<file path="src/rtl/crc16_pkg.sv">
// Shared constants and state encoding for the serial CRC-16 transmitter and checker.
package crc16_pkg;

  localparam int          DATA_W     = 23;
  localparam int          CRC_W      = 16;
  localparam int          MSG_W      = DATA_W + CRC_W;
  localparam logic [15:0] CRC16_POLY = 16'h8005;

  typedef enum logic [1:0] {
    IDLE  = 2'd0,
    SHIFT = 2'd1,
    DONE  = 2'd2
  } crc_tx_state_t;

endpackage

</file>
<file path="src/rtl/crc16_step.sv">
// One serial CRC-16 division step: shifts a single message bit into the remainder.
// The x^16 term of the generator is implicit in the feedback bit.
module crc16_step
  import crc16_pkg::*;
(
  input  logic [CRC_W-1:0] rem,
  input  logic             din,
  input  logic [CRC_W-1:0] poly,
  output logic [CRC_W-1:0] rem_next
);

  logic fb_s;

  // Feedback is the bit that falls off the top of the remainder, mixed with the incoming bit.
  always_comb begin
    fb_s = rem[CRC_W-1] ^ din;
    if (fb_s) begin
      rem_next = {rem[CRC_W-2:0], 1'b0} ^ poly;
    end else begin
      rem_next = {rem[CRC_W-2:0], 1'b0};
    end
  end

endmodule

</file>
<file path="src/rtl/crc16_transmitter.sv">
// Serial CRC-16 encoder: accepts a payload, divides it MSB first one bit per clock,
// then presents {payload, crc} until the sink takes it.
module crc16_transmitter
  import crc16_pkg::*;
#(
  parameter logic [15:0] POLY   = CRC16_POLY,
  parameter int          DATA_W = crc16_pkg::DATA_W
) (
  input  logic                  clk,
  input  logic                  rst_n,
  input  logic                  in_valid,
  output logic                  in_ready,
  input  logic [DATA_W-1:0]     in_data,
  output logic                  out_valid,
  input  logic                  out_ready,
  output logic [DATA_W+15:0]    out_message,
  output logic                  busy
);

  localparam int              CNT_W     = $clog2(DATA_W);
  localparam logic [CNT_W-1:0] LAST_STEP = CNT_W'(DATA_W - 1);

  crc_tx_state_t           state_r, state_s;
  logic [DATA_W-1:0]       data_r, data_s;
  logic [DATA_W-1:0]       shift_r, shift_s;
  logic [15:0]             rem_r, rem_s, step_rem_s;
  logic [CNT_W-1:0]        cnt_r, cnt_s;
  logic [DATA_W+15:0]      msg_r, msg_s;
  logic                    in_ready_r, in_ready_s;
  logic                    out_valid_r, out_valid_s;
  logic                    busy_r, busy_s;

  crc16_step u_step (
    .rem      (rem_r),
    .din      (shift_r[DATA_W-1]),
    .poly     (POLY),
    .rem_next (step_rem_s)
  );

  // Next-state, datapath and output decode; outputs are computed from the next state so they register cleanly.
  always_comb begin
    state_s = state_r;
    data_s  = data_r;
    shift_s = shift_r;
    rem_s   = rem_r;
    cnt_s   = cnt_r;
    msg_s   = msg_r;
    case (state_r)
      IDLE: begin
        if (in_valid) begin
          state_s = SHIFT;
          data_s  = in_data;
          shift_s = in_data;
          rem_s   = 16'h0000;
          cnt_s   = '0;
        end else begin
          state_s = IDLE;
        end
      end
      SHIFT: begin
        rem_s   = step_rem_s;
        shift_s = {shift_r[DATA_W-2:0], 1'b0};
        cnt_s   = cnt_r + CNT_W'(1);
        if (cnt_r == LAST_STEP) begin
          state_s = DONE;
          msg_s   = {data_r, step_rem_s};
        end else begin
          state_s = SHIFT;
        end
      end
      DONE: begin
        if (out_ready) begin
          state_s = IDLE;
          msg_s   = '0;
        end else begin
          state_s = DONE;
        end
      end
      default: begin
        state_s = IDLE;
        msg_s   = '0;
      end
    endcase
    in_ready_s  = (state_s == IDLE);
    out_valid_s = (state_s == DONE);
    busy_s      = (state_s == SHIFT) || (state_s == DONE);
  end

  // State, datapath and output registers; reset discards any message in flight.
  always_ff @(posedge clk or negedge rst_n) begin
    if (!rst_n) begin
      state_r     <= IDLE;
      data_r      <= '0;
      shift_r     <= '0;
      rem_r       <= 16'h0000;
      cnt_r       <= '0;
      msg_r       <= '0;
      in_ready_r  <= 1'b1;
      out_valid_r <= 1'b0;
      busy_r      <= 1'b0;
    end else begin
      state_r     <= state_s;
      data_r      <= data_s;
      shift_r     <= shift_s;
      rem_r       <= rem_s;
      cnt_r       <= cnt_s;
      msg_r       <= msg_s;
      in_ready_r  <= in_ready_s;
      out_valid_r <= out_valid_s;
      busy_r      <= busy_s;
    end
  end

  assign in_ready    = in_ready_r;
  assign out_valid   = out_valid_r;
  assign out_message = msg_r;
  assign busy        = busy_r;

endmodule

</file>
<file path="config.mk">
export PLATFORM = sky130hd
export DESIGN_NAME = crc16_transmitter
export DESIGN_NICKNAME = d
export VERILOG_FILES = /design/src/rtl/crc16_pkg.sv /design/src/rtl/crc16_step.sv /design/src/rtl/crc16_transmitter.sv
export SDC_FILE = /design/constraint.sdc
export NUM_CORES = 1
export LEC_CHECK = 0
export ABC_AREA = 1
export CAP_MARGIN = 5
export CORE_ASPECT_RATIO = 1.5
export CORE_UTILIZATION = 40
export CTS_CLUSTER_DIAMETER = 120
export DETAILED_ROUTE_END_ITERATION = 10
export PLACE_DENSITY = 0.67
export SLEW_MARGIN = 20
export SYNTH_ARGS = -nofsm -noshare
export SYNTH_HDL_FRONTEND = slang
export SYNTH_SLANG_ARGS = --single-unit
</file>
<file path="constraint.sdc">
create_clock -name clk -period 3.1 [get_ports clk]
set_input_delay 0.465 -clock clk [delete_from_list [all_inputs] [get_ports clk]]
set_output_delay 0.465 -clock clk [all_outputs]
set_load 0.05 [all_outputs]
</file>
After elaboration in Yosys (flattened, before gate mapping)

Index checks and enable logic that the tools add are counted.

Flip-flop bits (word level): 111
Input port bits: 27
Output and inout bits: 42
Logic and storage cells: 42

$add $sub $neg: 1
Eq/ne operators: 8
Multiplexer cells: 14
Bitwise gates (word level): 3
Reduce and logical (&&, ||, !) cells: 7

Operator list:

| kind                                          | number |
|---|---|
| one-hot mux 39 bit (3 select lines)           | 1 |
| two-way mux 39 bit                            | 2 |
| one-hot mux 23 bit (2 select lines)           | 1 |
| two-way mux 16 bit                            | 2 |
| one-hot mux 16 bit (2 select lines)           | 1 |
| two-way mux 23 bit                            | 1 |
| one-hot mux 5 bit (2 select lines)            | 1 |
| != test 2 bit, second input constant          | 3 |
| one-hot mux 2 bit (3 select lines)            | 1 |
| adder 5 x 1 -> 5 bit, second input constant   | 1 |
| == test 5 bit, second input constant          | 1 |
| two-way mux 5 bit                             | 1 |
| == test 2 x 1 -> 1 bit, second input constant | 2 |
| == test 2 bit, second input constant          | 2 |
| zero test 2 bit                               | 2 |
| two-way mux 2 bit                             | 2 |
| AND reduction 2 bit                           | 2 |
| NOT 3 bit                                     | 1 |
| AND reduction 3 bit                           | 1 |
| nonzero test 2 bit                            | 1 |
| logical OR 1 bit                              | 1 |
| two-way mux 1 bit                             | 1 |
| NOT 1 bit                                     | 1 |
| bitwise XOR 1 bit                             | 1 |

Logic depth before layout (Yosys ltp)

Gate-level depths: netlist of run 1.

Depth after elaboration: 5
Mapped depth: 9
Depth with buffers taken out: 7

By module

From an unflattened synthesis of run 1, not the netlist that was laid out.

Cell total of the unflattened synthesis: 579
Area total of the unflattened synthesis: 4807.1 µm²

Modules (own cells, without submodules):

| module            | instances | cells each | area an instance (µm²) | sequential area each (µm²) |
|---|---|---|---|---|
| crc16_transmitter | 1         | 450        | 4272.8                 | 2778.9 |
| crc16_step        | 1         | 129        | 534.3                  | 0.0 |

Worst setup path before layout of run 1

Ideal clock, no wire load.

Path type: register -> register
From: register cnt_r[0]
To: register busy_r, in the netlist busy
Library setup time: 126 ps
Arrival: 1287 ps
Required time: 2974 ps
Path slack: 1687 ps
Stages on the path, launching flop included: 7
Path buffers: 0
Period minus slack after synthesis: 1413 ps
Path through: dfrtp_1 inv_1 ha_1 nand4_2 nor2_4 nor2_1 ha_1

Word-level cells in the longest chain between the ends: 5
Elaborated cells between the ends (all ways): 6
Classes of those cells: eq/ne (3); mux (2); reduce/logical (1)

RTL lines:

| item                                                           | RTL line                 | RTL |
|---|---|---|
| start: declaration                                             | crc16_transmitter.sv:27  | `logic [CNT_W-1:0] cnt_r, cnt_s;` |
| start signal: assignment                                       | crc16_transmitter.sv:106 | `cnt_r <= cnt_s;` |
| == test 5 bit (*)                                              | crc16_transmitter.sv:64  | `if (cnt_r == LAST_STEP) begin` |
| two-way mux 2 bit (*)                                          | crc16_transmitter.sv:64  |  |
| one-hot mux 2 bit (3 select lines) (*)                         | crc16_transmitter.sv:48  | `case (state_r)` |
| == test 2 x 1 -> 1 bit / == test 2 bit (equally long branches) | crc16_transmitter.sv:86  | `busy_s = (state_s == SHIFT) \|\| (state_s == DONE);` |
| logical OR 1 bit (*)                                           | crc16_transmitter.sv:86  |  |
| net busy_s                                                     | crc16_transmitter.sv:31  | `logic busy_r, busy_s;` |
| end signal: assignment                                         | crc16_transmitter.sv:110 | `busy_r <= busy_s;` |
| end: declaration                                               | crc16_transmitter.sv:31  |  |

Mark *: on every way through the listed nets, which the timed path passes. The rest lies on a longest branch.
A chain may end at the register's enable or synchronous reset.

Final worst setup path of run 1

From: register in_ready_r, in the netlist in_ready
To: output in_ready

RTL lines:

| item                     | RTL line                 | RTL |
|---|---|---|
| start: declaration       | crc16_transmitter.sv:29  | `logic in_ready_r, in_ready_s;` |
| start signal: assignment | crc16_transmitter.sv:108 | `in_ready_r <= in_ready_s;` |
| end: declaration         | crc16_transmitter.sv:12  | `output logic in_ready,` |

No word-level cell between the ends.

==> results_dict.tcl, run 1 <==
set metrics [dict create \
    status "finished clean" \
    syn_nets 506 \
    die_h_um 130 \
    syn_area_per_cell_um2 9.16 \
    grt_max_degree 75 \
    grt_pass1_wl_mm 14.9 \
    synth_seq_area_share_pct 63.9 \
    maxCapViolCount 0 \
    route.detailed.wl_per_inst_um 12.5 \
    drc 0 \
    dr.first_iter.drc_count 296 \
    firstDrtPassIters 4 \
    syn_to_final_growth_pct 24.6 \
    maxSlewViolCount 0 \
    gp_congestion 0.777 \
    cts_tree "done" \
    slowest_delay_ns 0.79 \
    setup_viol 0 \
    critPathCaptureType "output pin" \
    core_area_um2 10600 \
    rsz0062_at_grt "no" \
    placed_cells 673 \
    routed_wl_mm 8.62 \
    avgViaCountPerCell 4.67 \
    worstPathRequired_ns 2.63 \
    drtAntennaViolNets 0 \
    cp-start-kind "flip-flop" \
    dpl-instance-area_um2 5140 \
    period_share_pct 68.0 \
    cp.buffers_inverters 1 \
    crit_type "reg2out" \
    total_leakage_power_nw 2.81 \
    grt_pass1_vias 3275 \
    utilization_pct 51.2 \
    synth_edf_count 0 \
    grt_usage_pct 17.2 \
    hold_class "in2async" \
    finalCriticalPeriod_ns 2.11 \
    fin_setup_tns_ns 0 \
    start_util_pct 41.1 \
    max_freq_mhz 474 \
    numCtsBuffers 9 \
    nets 571 \
    clk_latency_ns 0.35 \
    cts_max_level 3 \
    hold_viol_final 0 \
    diodes 0 \
    netlist-cell-type-count 23 \
    crit_chain "clkdlybuf4s50_1" \
    grt_overflow 0 \
    dr_total_vias 3205 \
    hpwl_mm 6.01 \
    syn_area_um2 4350 \
    die_w_um 87.2 \
    cts_setup_buffers 0 \
    multi_input_area_um2 1350 \
    drive_gt1_share_pct 4.60 \
    synth-main-ff-cell "dfrtp_1" \
    num_rows 46 \
    cp_max_fo 1 \
    final_area_um2 5420 \
    slew-limit-headroom_pct 51.9 \
    nFillCells 1045 \
    final.setup_skew_ns 0.00650 \
    cts-root-buf "clkbuf_16" \
    antenna_found_initial 0 \
    worst_pin_slew_ns 0.721 \
    postCtsHoldBufs 0 \
    cts_resized 0 \
    ir_drop_mv 0.384 \
    p_per_area_nw_per_um2 970 \
    crit_family "buffers and inverters" \
    finalNonFillerCells 687 \
    die-area_um2 11300 \
    seqCellArea_um2 2780 \
    yosys_warnings 0 \
    syn-instance-count 475 \
    cts.reportedPaths.clkPinSlew_ns 0.06 \
    arrival_ns 1.64 \
    pin_count 69 \
    cpMaxStageDelayCell "clkdlybuf4s50_1" \
    port_buffers 68 \
    cts_buffer_depth 2 \
    clock-sinks 111 \
    yosys_register_bits 111 \
    postSynth.asyncResetShare_pct 100 \
]
==> cell type report <==
| class | instances | share of cell area (%) |
|---|---|---|
| clock inverter | 1 | 0.554 |
| timing repair buffer | 73 | 13.4 |
| inverter | 27 | 1.87 |
| clock buffer | 13 | 4.62 |
| multi-input combinational | 318 | 24.9 |
| sequential | 111 | 51.3 |
| tap | 144 | 3.32 |
==> logic make-up after synthesis <==
group	after synthesis	share of synthesized area [%]
and+or+nand+nor	289	26.5
DFF	111	63.9
buffers and inverters	46	5.09
AOI/OAI and AO/OA	25	3.39
adders and majority gates	4	1.15
==> state kept, by name (all words and copies together), names as in the netlist <==
| signal | count |
|---|---|
| shift_r | 23 |
| rem_r | 16 |
| out_valid | 1 |
| cnt_r | 5 |
| out_message | 39 |
| state_r | 2 |
| busy | 1 |
| data_r | 23 |
| in_ready | 1 |
==> cell usage in the layout (no fill, tap or decap) <==
cell and n:
a21oi_1 2, buf_12 1, buf_4 5, bufinv_16 1, clkbuf_1 3, clkbuf_16 9, clkbuf_8 1, clkdlybuf4s50_1 67
dfrtp_1 110, dfstp_2 1, ha_1 4, inv_1 26, inv_2 1, nand2_1 247, nand2_2 3, nand2_4 1
nand3_1 26, nand4_1 1, nand4_2 1, nor2_1 8, nor2_4 1, nor3_1 1, o211ai_1 1, o21ai_0 7
o22ai_1 14, o31ai_1 1
==> power by group <==
part	switching, mW	internal (mW)	total [mW]	leakage [nW]
Combinational	1.24	0.630	1.87	1.24
Clock	0.476	0.641	1.12	0.136
Sequential	0.290	1.98	2.27	1.44
Total	2.01	3.25	5.26	2.81
==> final timing paths <==
kind                                                   end                        from  cells past startpoint  slack [ns]
worst max-delay path                              in_ready          in_ready$_DFF_PN1_                      1        0.99
worst min-delay path                   out_valid$_DFF_PN0_                       rst_n                      1        0.09
worst max register to register  out_message[0]$_DFFE_PN0P_        state_r[1]$_DFF_PN0_                      9        1.06
worst min register to register  out_message[4]$_DFFE_PN0P_  out_message[4]$_DFFE_PN0P_                      2        0.47
max in group asynchronous          shift_r[18]$_DFFE_PN0P_                       rst_n                      2        2.23
min in group clk                out_message[4]$_DFFE_PN0P_  out_message[4]$_DFFE_PN0P_                      2        0.47
==> synth_stat cells (2+ instances only) <==
cell | count | area, um^2
nand2_2 | 3 | 18.8
nand3_1 | 26 | 130
clkbuf_1 | 2 | 7.51
inv_1 | 26 | 97.6
ha_1 | 4 | 50.1
dfrtp_1 | 110 | 2750
buf_2 | 9 | 45.0
buf_4 | 6 | 45.0
buf_6 | 2 | 22.5
nand2_1 | 247 | 927
nor2_1 | 8 | 30.0
o21ai_0 | 7 | 35.0
o22ai_1 | 14 | 87.6
a21oi_1 | 2 | 10.0
==> routing by layer <==
layer | up-vias | part of all wire [%] | track usage [%]
met5 | - | 0 | 0
met4 | 0 | 2.6 | 7.43
met3 | 17 | 2.7 | 3.42
met2 | 56 | 53 | 29.8
met1 | 1526 | 42 | 20.7
li1 | 1606 | - | -
==> per-stage QoR <==
stage                     setup slack [ns]  total power [mW]  hold slack (ns)
after floorplan                       1.69              3.63            0.169
after global placement                1.03              4.11            0.453
after detailed placement             0.966              4.18            0.458
after CTS                            0.980              5.31            0.102
after global routing                 0.787              5.64            0.125
final                                0.992              5.26           0.0871
(Power assumes the default switching activity.)
==> run 2, diff against run 1 <==
--- a/config.mk
+++ b/config.mk
@@ -11,7 +11,7 @@
 export CORE_UTILIZATION = 40
 export CTS_CLUSTER_DIAMETER = 120
 export DETAILED_ROUTE_END_ITERATION = 10
-export PLACE_DENSITY = 0.67
+export PLACE_DENSITY = 0.7
 export SLEW_MARGIN = 20
 export SYNTH_ARGS = -nofsm -noshare
 export SYNTH_HDL_FRONTEND = slang
==> constraint.sdc (replaced) <==
create_clock -name clk -period 1.7 [get_ports clk]
set_input_delay 0.255 -clock clk [delete_from_list [all_inputs] [get_ports clk]]
set_output_delay 0.255 -clock clk [all_outputs]
set_load 0.05 [all_outputs]
==> run 2 against run 1 <==
Against the previous run: critical path depth is 7 higher; cell area is 0.55% higher; worst hold slack better by 0.32 ns; first-iteration DRC count is 50% lower; non-clock buffer count is 9 higher; clock skew hardly changed; global-route usage is 0.74 points higher; wire length is 5.0% higher; die area stayed put; register-to-register slack worse by 0.89 ns; sequential power is 83% higher; critical path type is now reg2reg.
==> results_dict.tcl, run 2 (synthesized netlist as in run 1, its figures left out) <==
set metrics [dict create \
    endpoint "out_message[15]$_DFFE_PN0P_" \
    max_freq_mhz 655 \
    critPathCaptureType "flip-flop" \
    hold_class "in2async" \
    ir_drop_mv 0.810 \
    diodes 0 \
    cp-start-kind "flip-flop" \
    grt_max_degree 40 \
    r2r-start "state_r[1]$_DFF_PN0_" \
    largest_reg_flops 39 \
    drive_gt1_share_pct 14.4 \
    final_common_cell "nand2_1" \
    switching_power_mw 3.82 \
    grt_pass1_wl_mm 15.4 \
    dr.first_iter.drc_count 149 \
    arrival_ns 1.81 \
    utilization_pct 51.5 \
    crit_start "state_r[1]$_DFF_PN0_" \
    reg2regPathDepth 8 \
    nFillCells 1048 \
    num_rows 46 \
    crit_type "reg2reg" \
    p_per_area_nw_per_um2 1790 \
    avgViaCountPerCell 4.71 \
    cts_max_level 3 \
    cts_buffer_depth 2 \
    period_share_pct 89.8 \
    dr_total_vias 3288 \
    die-area_um2 11300 \
    die_w_um 87.2 \
    final.setup_skew_ns 0.00677 \
    crit_chain "inv_1 > nand2_1 > inv_1 > buf_4 > nand2_1 > nor2_1 > nand2_1 > nand2_1" \
    cts-root-buf "clkbuf_16" \
    firstDrtPassIters 4 \
    slew-limit-headroom_pct 69.0 \
    finalCriticalPeriod_ns 1.53 \
    nets 580 \
    pin_count 69 \
    postCtsHoldBufs 1 \
    route.detailed.wl_per_inst_um 13.0 \
    grt_pass1_vias 3284 \
    clock-sinks 111 \
    start_util_pct 41.1 \
    core_area_um2 10600 \
    cpMaxStageDelayCell "dfrtp_1" \
    fin_setup_tns_ns 0 \
    drc 0 \
    rsz0062_at_grt "no" \
    drtAntennaViolNets 0 \
    cp_max_fo 28 \
    r2r_end "out_message[15]$_DFFE_PN0P_" \
    cts_resized 0 \
    numCtsBuffers 9 \
    antenna_found_initial 0 \
    cts.reportedPaths.clkPinSlew_ns 0.07 \
    p_int_mw 5.95 \
    slowest_delay_ns 0.39 \
    syn_to_final_growth_pct 25.3 \
    status "finished clean" \
    die_h_um 130 \
    worstPathRequired_ns 1.99 \
    r2r_slack_ns 0.17 \
    power_frac_seq_pct 42.5 \
    routed_wl_mm 9.05 \
    cts_setup_buffers 0 \
    power_mw 9.77 \
    total_leakage_power_nw 2.96 \
    power_frac_comb_pct 35.5 \
    hpwl_mm 6.25 \
    port_buffers 68 \
    gp_congestion 0.818 \
    hold_viol_final 0 \
    path_common_cell "nand2_1" \
    setup_viol 0 \
    switching_share_pct 39.1 \
    grt_usage_pct 17.9 \
    worst_pin_slew_ns 0.465 \
    clock_power_share_pct 22.0 \
    clk_latency_ns 0.35 \
    grt_overflow 0 \
    maxCapViolCount 0 \
    final_cell_mix "nand2_1, dfrtp_1, buf_4" \
    cts_tree "done" \
    maxSlewViolCount 0 \
]
[run 2: cell count changes in the layout (fill, tap and decap cells not counted), moves of 2 or more]
cell             change
clkinv_4             +2
clkbuf_1             -3
clkdlybuf4s50_1     -42
buf_4               +47
buf_12               +3
[run 2: final cells by class]
type | count | area (um^2) | share of cell area [%]
clock buffer | 10 | 239 | 4.39
clock inverter | 6 | 68.8 | 1.26
inverter | 27 | 101 | 1.86
multi-input combinational | 318 | 1350 | 24.8
sequential | 111 | 2780 | 51.0
tap | 144 | 180 | 3.31
timing repair buffer | 82 | 731 | 13.4
[run 2: worst min path at each step]
stage          start                     end  depth (start not counted)
2_1_floorplan  rst_n          busy$_DFF_PN0_                          0
3_3_place_gp   rst_n    rem_r[1]$_DFFE_PN0P_                          1
3_5_place_dp   rst_n    rem_r[1]$_DFFE_PN0P_                          1
5_1_grt        rst_n  data_r[20]$_DFFE_PN0N_                          2
4_1_cts        rst_n    rem_r[1]$_DFFE_PN0P_                          2
6_report       rst_n    rem_r[1]$_DFFE_PN0P_                          2
[run 2: worst max-delay path, delay by kind of cell, from the launching register on]
family | cells | cell delay (ns)
and+or+nand+nor | 5 | 0.56
buffers and inverters | 3 | 0.50
DFF | 1 | 0.39
[run 2: metal layers]
layer | share of wire (%) | routed length (um) | up-vias | GRT usage [%]
met3 | 3.8 | 345 | 16 | 3.67
met4 | 2.1 | 194 | 0 | 7.04
met5 | 0 | 0 | - | 0
met2 | 52 | 4670 | 75 | 30.9
li1 | - | - | 1629 | -
met1 | 42 | 3850 | 1568 | 22.0
[run 2: power groups by stage]
stage	Clock, mW	Sequential, mW	Combinational [mW]
floorplan	0	4.88	1.75
global placement	0	4.17	3.38
detailed placement	0	4.20	3.48
CTS	2.20	4.16	3.51
global route	2.30	4.29	3.86
finish	2.15	4.16	3.46
[run 2: through the flow]
stage / hold slack, ns / std cells / cell area (um^2) / setup slack, ns
after floorplan: -0.0406 / 475 / 4350 / 0.287
after global placement: 0.235 / 681 / 5130 / 0.224
after detailed placement: 0.245 / 681 / 5130 / 0.190
after CTS: 0.422 / 698 / 5450 / 0.165
after global routing: 0.441 / 698 / 5450 / 0.00924
final: 0.403 / 698 / 5450 / 0.173
